==> src/rtl/cs_frame_packer.sv <==
// cs_frame_packer: FWFT sample FIFO with per-frame max/min/sum statistics.
// Ports:
//   clk, reset            clock, synchronous active-high reset
//   y_in, y_valid         sample stream from the CS core
//   out_data, out_valid   FIFO head (FWFT), valid while non-empty
//   out_ready             sink accepts the head this cycle
//   level                 FIFO occupancy 0..DEPTH
//   overflow              sticky: a sample was dropped on a full FIFO
//   frame_done            one-cycle pulse after a frame completes
//   frame_max/min/sum     statistics of the last completed frame
module cs_frame_packer #(
    parameter int DATA_W    = 10,
    parameter int DEPTH     = 16,
    parameter int FRAME_LEN = 8
) (
    input  logic                      clk,
    input  logic                      reset,
    input  logic [DATA_W-1:0]         y_in,
    input  logic                      y_valid,
    output logic [DATA_W-1:0]         out_data,
    output logic                      out_valid,
    input  logic                      out_ready,
    output logic [$clog2(DEPTH):0]    level,
    output logic                      overflow,
    output logic                      frame_done,
    output logic [DATA_W-1:0]         frame_max,
    output logic [DATA_W-1:0]         frame_min,
    output logic [DATA_W+7:0]         frame_sum
);
    localparam int AW = $clog2(DEPTH);
    localparam int CW = FRAME_LEN > 1 ? $clog2(FRAME_LEN) : 1;
    localparam int SW = DATA_W + 8;

    logic [DATA_W-1:0] r_mem [DEPTH];
    logic [AW-1:0]     r_wr, r_rd;
    logic [AW:0]       r_level;
    logic              r_ovf;
    logic [CW-1:0]     r_cnt;
    logic [DATA_W-1:0] r_max, r_min;
    logic [SW-1:0]     r_sum;
    logic              r_done;
    logic [DATA_W-1:0] r_fmax, r_fmin;
    logic [SW-1:0]     r_fsum;

    logic              w_pop, w_push, w_full, w_first, w_last;
    logic [DATA_W-1:0] w_max, w_min;
    logic [SW-1:0]     w_sum;

    assign w_full  = r_level == (AW+1)'(DEPTH);
    assign w_pop   = out_valid && out_ready;
    // A full FIFO still accepts a push when the head leaves in the same cycle.
    assign w_push  = y_valid && (!w_full || w_pop);
    assign w_first = r_cnt == '0;
    assign w_last  = r_cnt == CW'(FRAME_LEN - 1);

    // Next accumulator values including the current sample; a frame's first
    // sample loads directly so no separate clear cycle is needed.
    always_comb begin
        w_max = w_first ? y_in : (y_in > r_max ? y_in : r_max);
        w_min = w_first ? y_in : (y_in < r_min ? y_in : r_min);
        w_sum = w_first ? SW'(y_in) : r_sum + SW'(y_in);
    end

    // Storage carries no reset; stale entries are unreachable once pointers clear.
    always_ff @(posedge clk) begin
        if (w_push)
            r_mem[r_wr] <= y_in;
    end

    always_ff @(posedge clk) begin
        if (reset) begin
            r_wr    <= '0;
            r_rd    <= '0;
            r_level <= '0;
            r_ovf   <= 1'b0;
        end else begin
            if (w_push)
                r_wr <= r_wr + 1'b1;
            if (w_pop)
                r_rd <= r_rd + 1'b1;
            if (w_push && !w_pop)
                r_level <= r_level + 1'b1;
            else if (!w_push && w_pop)
                r_level <= r_level - 1'b1;
            if (y_valid && !w_push)
                r_ovf <= 1'b1;
        end
    end

    always_ff @(posedge clk) begin
        if (reset) begin
            r_cnt  <= '0;
            r_max  <= '0;
            r_min  <= '0;
            r_sum  <= '0;
            r_done <= 1'b0;
            r_fmax <= '0;
            r_fmin <= '0;
            r_fsum <= '0;
        end else begin
            r_done <= y_valid && w_last;
            if (y_valid) begin
                r_max <= w_max;
                r_min <= w_min;
                r_sum <= w_sum;
                r_cnt <= w_last ? '0 : r_cnt + 1'b1;
                if (w_last) begin
                    r_fmax <= w_max;
                    r_fmin <= w_min;
                    r_fsum <= w_sum;
                end
            end
        end
    end

    assign out_valid  = r_level != '0;
    assign out_data   = out_valid ? r_mem[r_rd] : '0;
    assign level      = r_level;
    assign overflow   = r_ovf;
    assign frame_done = r_done;
    assign frame_max  = r_fmax;
    assign frame_min  = r_fmin;
    assign frame_sum  = r_fsum;
endmodule
==> config.mk <==
export PLATFORM = sky130hd
export DESIGN_NAME = cs_frame_packer
export DESIGN_NICKNAME = d
export VERILOG_FILES = /design/src/rtl/cs_frame_packer.sv
export SDC_FILE = /design/constraint.sdc
export NUM_CORES = 1
export LEC_CHECK = 0
export ABC_CLOCK_PERIOD_IN_PS = 2800
export BUFFER_PORTS_ARGS = -buffer_cell sky130_fd_sc_hd__buf_2
export CELL_PAD_IN_SITES_DETAIL_PLACEMENT = 1
export CELL_PAD_IN_SITES_GLOBAL_PLACEMENT = 2
export CORE_AREA = 10 10 182 184
export DETAILED_ROUTE_END_ITERATION = 8
export DIE_AREA = 0 0 192 194
export PLACE_DENSITY = 0.7
export SLEW_MARGIN = 20
export SYNTH_ARGS = -nofsm -noshare
export SYNTH_HDL_FRONTEND = slang
export SYNTH_SLANG_ARGS = --single-unit
export TNS_END_PERCENT = 1
==> constraint.sdc <==
create_clock -name clk -period 2.8 [get_ports clk]
set_input_delay 0.28 -clock clk [delete_from_list [all_inputs] [get_ports clk]]
set_output_delay 0.28 -clock clk [all_outputs]
set_load 0.02 [all_outputs]
==> summary.txt, run 1 <==
Timing
  • Final setup violation count: 3
  • Worst setup margin: -0.00959 ns
  • Period Utilization, post-route: 100%
  • Minimum clock period: 2.81 ns
  • Worst Tran Pin Value: 1.07 ns
  • Max-slew violations: 0
  • Hold WS: 0.0484 ns
  • Rel. slew slack: 28.3%
  • Fmax: 0.356 GHz
  • Skew final: 0.0279 ns
  • Setup tns final: -0.0201 ns
  • Final hold vios: 0
  • RSZ-0062 raised after global routing: true

Cells and area
  • Most frequent cells in the layout: 160 x edfxtp_1, 110 x nor2_1, 94 x dfxtp_1
  • Cell Count, Final, Fillers Out: 1342
  • Post-layout instance area: 0.0136 sq mm
  • Final Net Count: 988
  • Commonest non-fill, non-tap cell in the layout: edfxtp_1
  • Post-layout util: 46.1%
  • Layout cells sized above 1: 25.6%
  • Diodes inserted: 0
  • Area Growth Syn to Fin: 20.1%

Synthesis
  • Synth area leaders: edfxtp_1 43%, dfxtp_1 17%, mux4_2 7.8%, ha_1 4.7%, nor2_1 3.8%
  • Post-Syn Area: 0.0113 sq mm
  • Top-area cell type share of the netlist area: 42.6%
  • Most used DFF post-synth: edfxtp_1
  • Syn Area/Cell: 13.7 sq um
  • Post-synth EDFFs: 160
  • Net Count, Synth: 879
  • Yosys warns: 0
  • Seq/Total Area, Yosys: 60.0%
  • Synth Register Bits: 258
  • FFs w/ async S/R, synth: 0%
  • Gate Count Post-Synth: 821
  • Post-synth top area cell: edfxtp_1
  • Post-synth cell types: 57

Die
  • Die ar.: 0.0372 sq mm
  • Std-Cell Rows: 63
  • Initial core utilization: 38.4%
  • I/O Pins: 70
  • Die Width: 192 microns
  • Die H: 194 microns
  • Core Area: 0.0294 sq mm

Setup path
  • Startpoint Class: flop
  • CP Max Fanout: 6
  • Crit end category: output port
  • CP arrival: 2.53 ns
  • Worst EP required: 2.52 ns
  • Critical path class: flop to output port

Hold path
  • HP Class: primary input to flop

Detailed routing
  • TritonRoute pass-1 iters: 4
  • DRC Markers: 0
  • Via count: 6960
  • Avg Vias per Cell: 5.19
  • Routed length per instance: 21.4 microns
  • Initial DRC count: 338
  • Post-Route WL: 28700 microns
  • Antenna Nets Post-Route: 0

Place
  • Hpwl dp: 19300 microns
  • Placed cell area: 0.0123 sq mm
  • Placed Cells: 1281
  • IO Port Bufs: 69
  • Routability congestion estimate: 0.734
  • Pre-CTS setup slack: 0.0146 ns

Power and ir drop
  • Pwr dens: 822 mW/mm^2
  • Net Sw Frac: 27.9%
  • Logic pwr share: 27.0%
  • Clock power frac: 34.7%
  • Switching power: 3.11 mW
  • Internal: 8.03 mW
  • Flop pwr share: 38.4%
  • Pleak: 4.91 nW
  • Pwr Total: 11.1 mW
  • Peak supply drop: 0.000491 V

Clock tree
  • Max Root-Sink Buffers: 3
  • CTS sink cnt: 258
  • CTS Buf Count: 28
  • Post-CTS Hold Buffers: 0
  • Clock slew seen by the registers of the worst setup and hold paths: 0.06 ns
  • Latest clock arrival within the worst-skew pair: 0.56 ns
  • Root Driver: clkbuf_16
  • H-tree depth: 1
  • CTS tree: built

Run
  • Max cap viols: 0

GRT
  • First-pass GRT wire length: 44400 microns
  • Initial antenna violation count: 0
  • GRT overflow: 0
  • Vias in the first global route: 7300
  • Largest net degree at the start of global routing: 42
  • Total GRT Usage: 15.2%

Outcome
  • Failing checks: setup timing
  • Status: complete, but fails checks
[layer usage]
layer  global-route usage [%]  wire length [microns]
met2                     25.4                  14000
met3                     2.61                   1360
met5                        0                      0
met4                     2.52                    309
met1                     20.4                  13000
[power by group through the flow]
stage | logic [mW] | registers (mW) | clock network, mW
2_1_floorplan | 1.81 | 4.36 | 0
3_3_place_gp | 2.52 | 4.36 | 0
3_5_place_dp | 2.54 | 4.37 | 0
4_1_cts | 2.83 | 4.30 | 3.94
5_1_grt | 3.25 | 4.29 | 4.11
6_report | 3.00 | 4.27 | 3.86
[worst paths after layout]
check                start       endpoint  slack, ns  cells after the start
max                   flop    out_data[8]      -0.01                      6
min                  reset   frame_sum[2]       0.05                      2
max reg2reg       level[0]       level[4]       0.07                     12
min reg2reg  frame_sum[11]  frame_sum[11]       0.44                      2
[cells by family after synthesis]
group,count (synthesis),share of synthesized area (%)
simple gates,218,9.36
xor+xnor,30,2.33
compound gates,113,6.91
fa+ha+maj,44,5.01
flops,258,60.0
mux,86,13.5
buf+inv,72,2.90
[sequential cells by signal, summed over array words and instances (netlist names), named ones only]
name / flops
level: 5
r_sum: 18
r_rd: 4
r_cnt: 3
overflow: 1
r_max: 10
r_mem: 160
frame_min: 10
frame_done: 1
frame_sum: 18
frame_max: 10
r_min: 10
r_wr: 4
[synthesized netlist by cell type, drive strengths merged (11+ instances only)]
master	n
mux2i	36
nor2	116
o21ai	23
dfxtp	98
xnor2	16
a21oi	26
nand2	36
nor3	11
inv	29
ha	42
a211oi	32
xor2	14
mux4	50
edfxtp	160
nor2b	15
clkbuf	26
buf	16
[worst max-delay path, stage by stage, from the launching register on]
cell and delay, ns:
dfxtp_4 0.36, buf_12 0.14, buf_12 0.13, mux4_2 0.53, mux4_2 0.50, nor2b_2 0.17
buf_6 0.14
[cell type report]
class | count | area (sq um)
Inverter | 30 | 115
Fill cell | 2981 | 15800
Sequential cell | 258 | 6770
Timing Repair Buffer | 121 | 943
Multi-Input combinational cell | 491 | 4250
Clock inverter | 16 | 188
Clock buffer | 36 | 795
Tap cell | 390 | 488
[what timing repair did]
item | 4_1_cts | 5_1_grt
gates resized for setup | 16 | 16
buffers inserted | 3 | 2
setup endpoints to repair | 10 | 11
cloned | 2 | 4
pin swaps | 0 | 3
Power figures use the tool's default switching activity.
==> inputs of run 2 (changes only) <==
--- a/config.mk
+++ b/config.mk
@@ -12,6 +12,7 @@
 export CORE_AREA = 10 10 182 184
 export DETAILED_ROUTE_END_ITERATION = 8
 export DIE_AREA = 0 0 192 194
+export MAX_ROUTING_LAYER = met4
 export PLACE_DENSITY = 0.7
 export SLEW_MARGIN = 20
 export SYNTH_ARGS = -nofsm -noshare
==> summary.txt, run 2 (synthesis results as in run 1) <==
Outcome
  • Status: complete, but fails checks
  • Failing checks: setup timing

Die
  • I/O Pins: 70 (unchanged)
  • Initial core utilization: 38.4% (unchanged)
  • Die ar.: 0.0372 sq mm (unchanged)
  • Std-Cell Rows: 63 (unchanged)
  • Core Area: 0.0294 sq mm (unchanged)
  • Die Width: 192 microns (unchanged)
  • Die H: 194 microns (unchanged)

GRT
  • Vias in the first global route: 7296 (-0.055%)
  • Total GRT Usage: 15.6% (+0.45 points)
  • GRT overflow: 0 (unchanged)
  • Largest net degree at the start of global routing: 42 (unchanged)
  • Initial antenna violation count: 0 (unchanged)
  • First-pass GRT wire length: 44500 microns (about the same)

Place
  • Hpwl dp: 19300 microns (unchanged)
  • IO Port Bufs: 69 (unchanged)
  • Placed Cells: 1281 (unchanged)
  • Routability congestion estimate: 0.743 (+1.2%)

Setup path
  • CP Max Fanout: 6 (unchanged)
  • CP arrival: 2.52 ns (about the same)
  • Worst setup path endpoint: out_data[8]
  • Critical path cell sequence: buf_12, buf_12, mux4_2, mux4_2, nor2b_2, buf_6
  • Critical path class: flop to output port
  • Worst EP required: 2.52 ns (about the same)
  • R2r startpoint: level[0]
  • Worst reg-to-reg path cell count: 12 (unchanged)
  • Worst reg2reg path endpoint: level[4]
  • R2R setup slack: 0.07 ns (about the same)
  • Crit-path max cell delay: 0.53 ns (about the same)
  • Critical path depth: 6 (unchanged)
  • Crit end category: output port
  • Crit-path slowest cell: mux4_2
  • Startpoint Class: flop
  • Buffer and inverter count on the worst path: 3 (unchanged)
  • Top delay family on crit path: multiplexers

Detailed routing
  • Avg Vias per Cell: 5.18 (-0.13%)
  • Routed length per instance: 21.3 microns (-0.10%)
  • Antenna Nets Post-Route: 0 (unchanged)
  • Via count: 6951 (-0.13%)
  • TritonRoute pass-1 iters: 5 (+1)
  • DRC Markers: 0 (unchanged)
  • Initial DRC count: 372 (+10%)
  • Post-Route WL: 28600 microns (-0.10%)

Timing
  • Fmax: 0.357 GHz (+0.19%)
  • Max-slew violations: 0 (unchanged)
  • Period Utilization, post-route: 100% (-0.19 points)
  • Hold WS: 0.0499 ns (+0.00153 ns)
  • Skew final: 0.0294 ns (+0.00153 ns)
  • Worst Tran Pin Value: 1.04 ns (-0.0342 ns)
  • Final setup violation count: 2 (-1)
  • Rel. slew slack: 30.6% (+2.3 points)
  • Minimum clock period: 2.80 ns (-0.00519 ns)
  • Final hold vios: 0 (unchanged)
  • RSZ-0062 raised after global routing: true
  • Worst setup margin: -0.00440 ns (+0.00519 ns)

Cells and area
  • Max FFs per register: 160 (unchanged)
  • Filler Cell Count: 2981 (unchanged)
  • Diodes inserted: 0 (unchanged)
  • Cell Count, Final, Fillers Out: 1342 (unchanged)
  • Area Growth Syn to Fin: 20.1% (unchanged)
  • Most frequent cells in the layout: 160 x edfxtp_1, 110 x nor2_1, 94 x dfxtp_1
  • Commonest non-fill, non-tap cell in the layout: edfxtp_1
  • Final Net Count: 988 (unchanged)
  • Largest Register: r_mem
  • Layout cells sized above 1: 25.6% (unchanged)

Run
  • Max cap viols: 0 (unchanged)

Power and ir drop
  • Pwr dens: 822 mW/mm^2 (about the same)
  • Peak supply drop: 0.000495 V (+0.77%)
  • Pleak: 4.91 nW (unchanged)

Clock tree
  • Root Driver: clkbuf_16
  • Post-CTS Hold Buffers: 0 (unchanged)
  • CTS sink cnt: 258 (unchanged)
  • H-tree depth: 1 (unchanged)
  • Latest clock arrival within the worst-skew pair: 0.56 ns (about the same)
  • CTS tree: built
  • CTS Buf Count: 28 (unchanged)
  • Clock slew seen by the registers of the worst setup and hold paths: 0.06 ns (about the same)
  • Max Root-Sink Buffers: 3 (unchanged)

Hold path
  • HP Class: primary input to flop
run 2: cell counts in the layout (fill, tap and decap cells not counted):
Identical to the previous run, type by type.
run 2: layout make-up:
cell class              instances  area, sq um  area share, %
clock buffers                  36          795           5.86
clock inverters                16          188           1.38
inverters                      30          115          0.849
multi-input cells             491         4250           31.4
flip-flops and latches        258         6770           50.0
well taps                     390          488           3.60
repair buffers                121          943           6.96
run 2: metrics by stage:
| stage | setup TNS [ns] | setup WS [ns] | util (%) | area [sq um] | power [mW] |
|---|---|---|---|---|---|
| 2_1_floorplan | 0 | 0.0176 | - | 11300 | 6.17 |
| 3_3_place_gp | 0 | 0.0422 | 41.9 | 12300 | 6.88 |
| 3_5_place_dp | 0 | 0.0146 | 41.9 | 12300 | 6.91 |
| 4_1_cts | -0.873 | -0.123 | 45.7 | 13500 | 11.1 |
| 5_1_grt | -0.609 | -0.0702 | 46.1 | 13600 | 11.6 |
| 6_report | -0.00623 | -0.00440 | 46.1 | 13600 | 11.1 |
run 2: power breakdown:
| group | switching [mW] | leakage [nW] | internal [mW] |
|---|---|---|---|
| logic | 1.45 | 2.20 | 1.55 |
| registers | 0.0894 | 2.24 | 4.18 |
| clock network | 1.56 | 0.469 | 2.30 |
| total | 3.10 | 4.91 | 8.03 |
run 2: routing by layer:
metal	track usage (%)	routed length (microns)
met5	-	0
met4	2.52	290
met3	2.23	1020
met2	25.4	14100
met1	20.7	13300
run 2: worst min path at each step:
stage	endpoint	slack, ns	startpoint	cells past startpoint
after floorplan	r_mem[0][0]	0.38	y_in[0]	0
after global placement	frame_sum[13]	0.43	frame_sum[13]	2
after detailed placement	frame_sum[11]	0.44	frame_sum[11]	2
after CTS	frame_sum[2]	0.03	reset	2
after global routing	frame_sum[2]	0.06	reset	2
final	frame_sum[2]	0.05	reset	2
run 2: what timing repair did:
item | 4_1_cts | 5_1_grt
cloned | 2 | 4
setup endpoints to repair | 10 | 11
resized for setup | 16 | 16
pin swaps | 0 | 3
setup buffers | 3 | 2
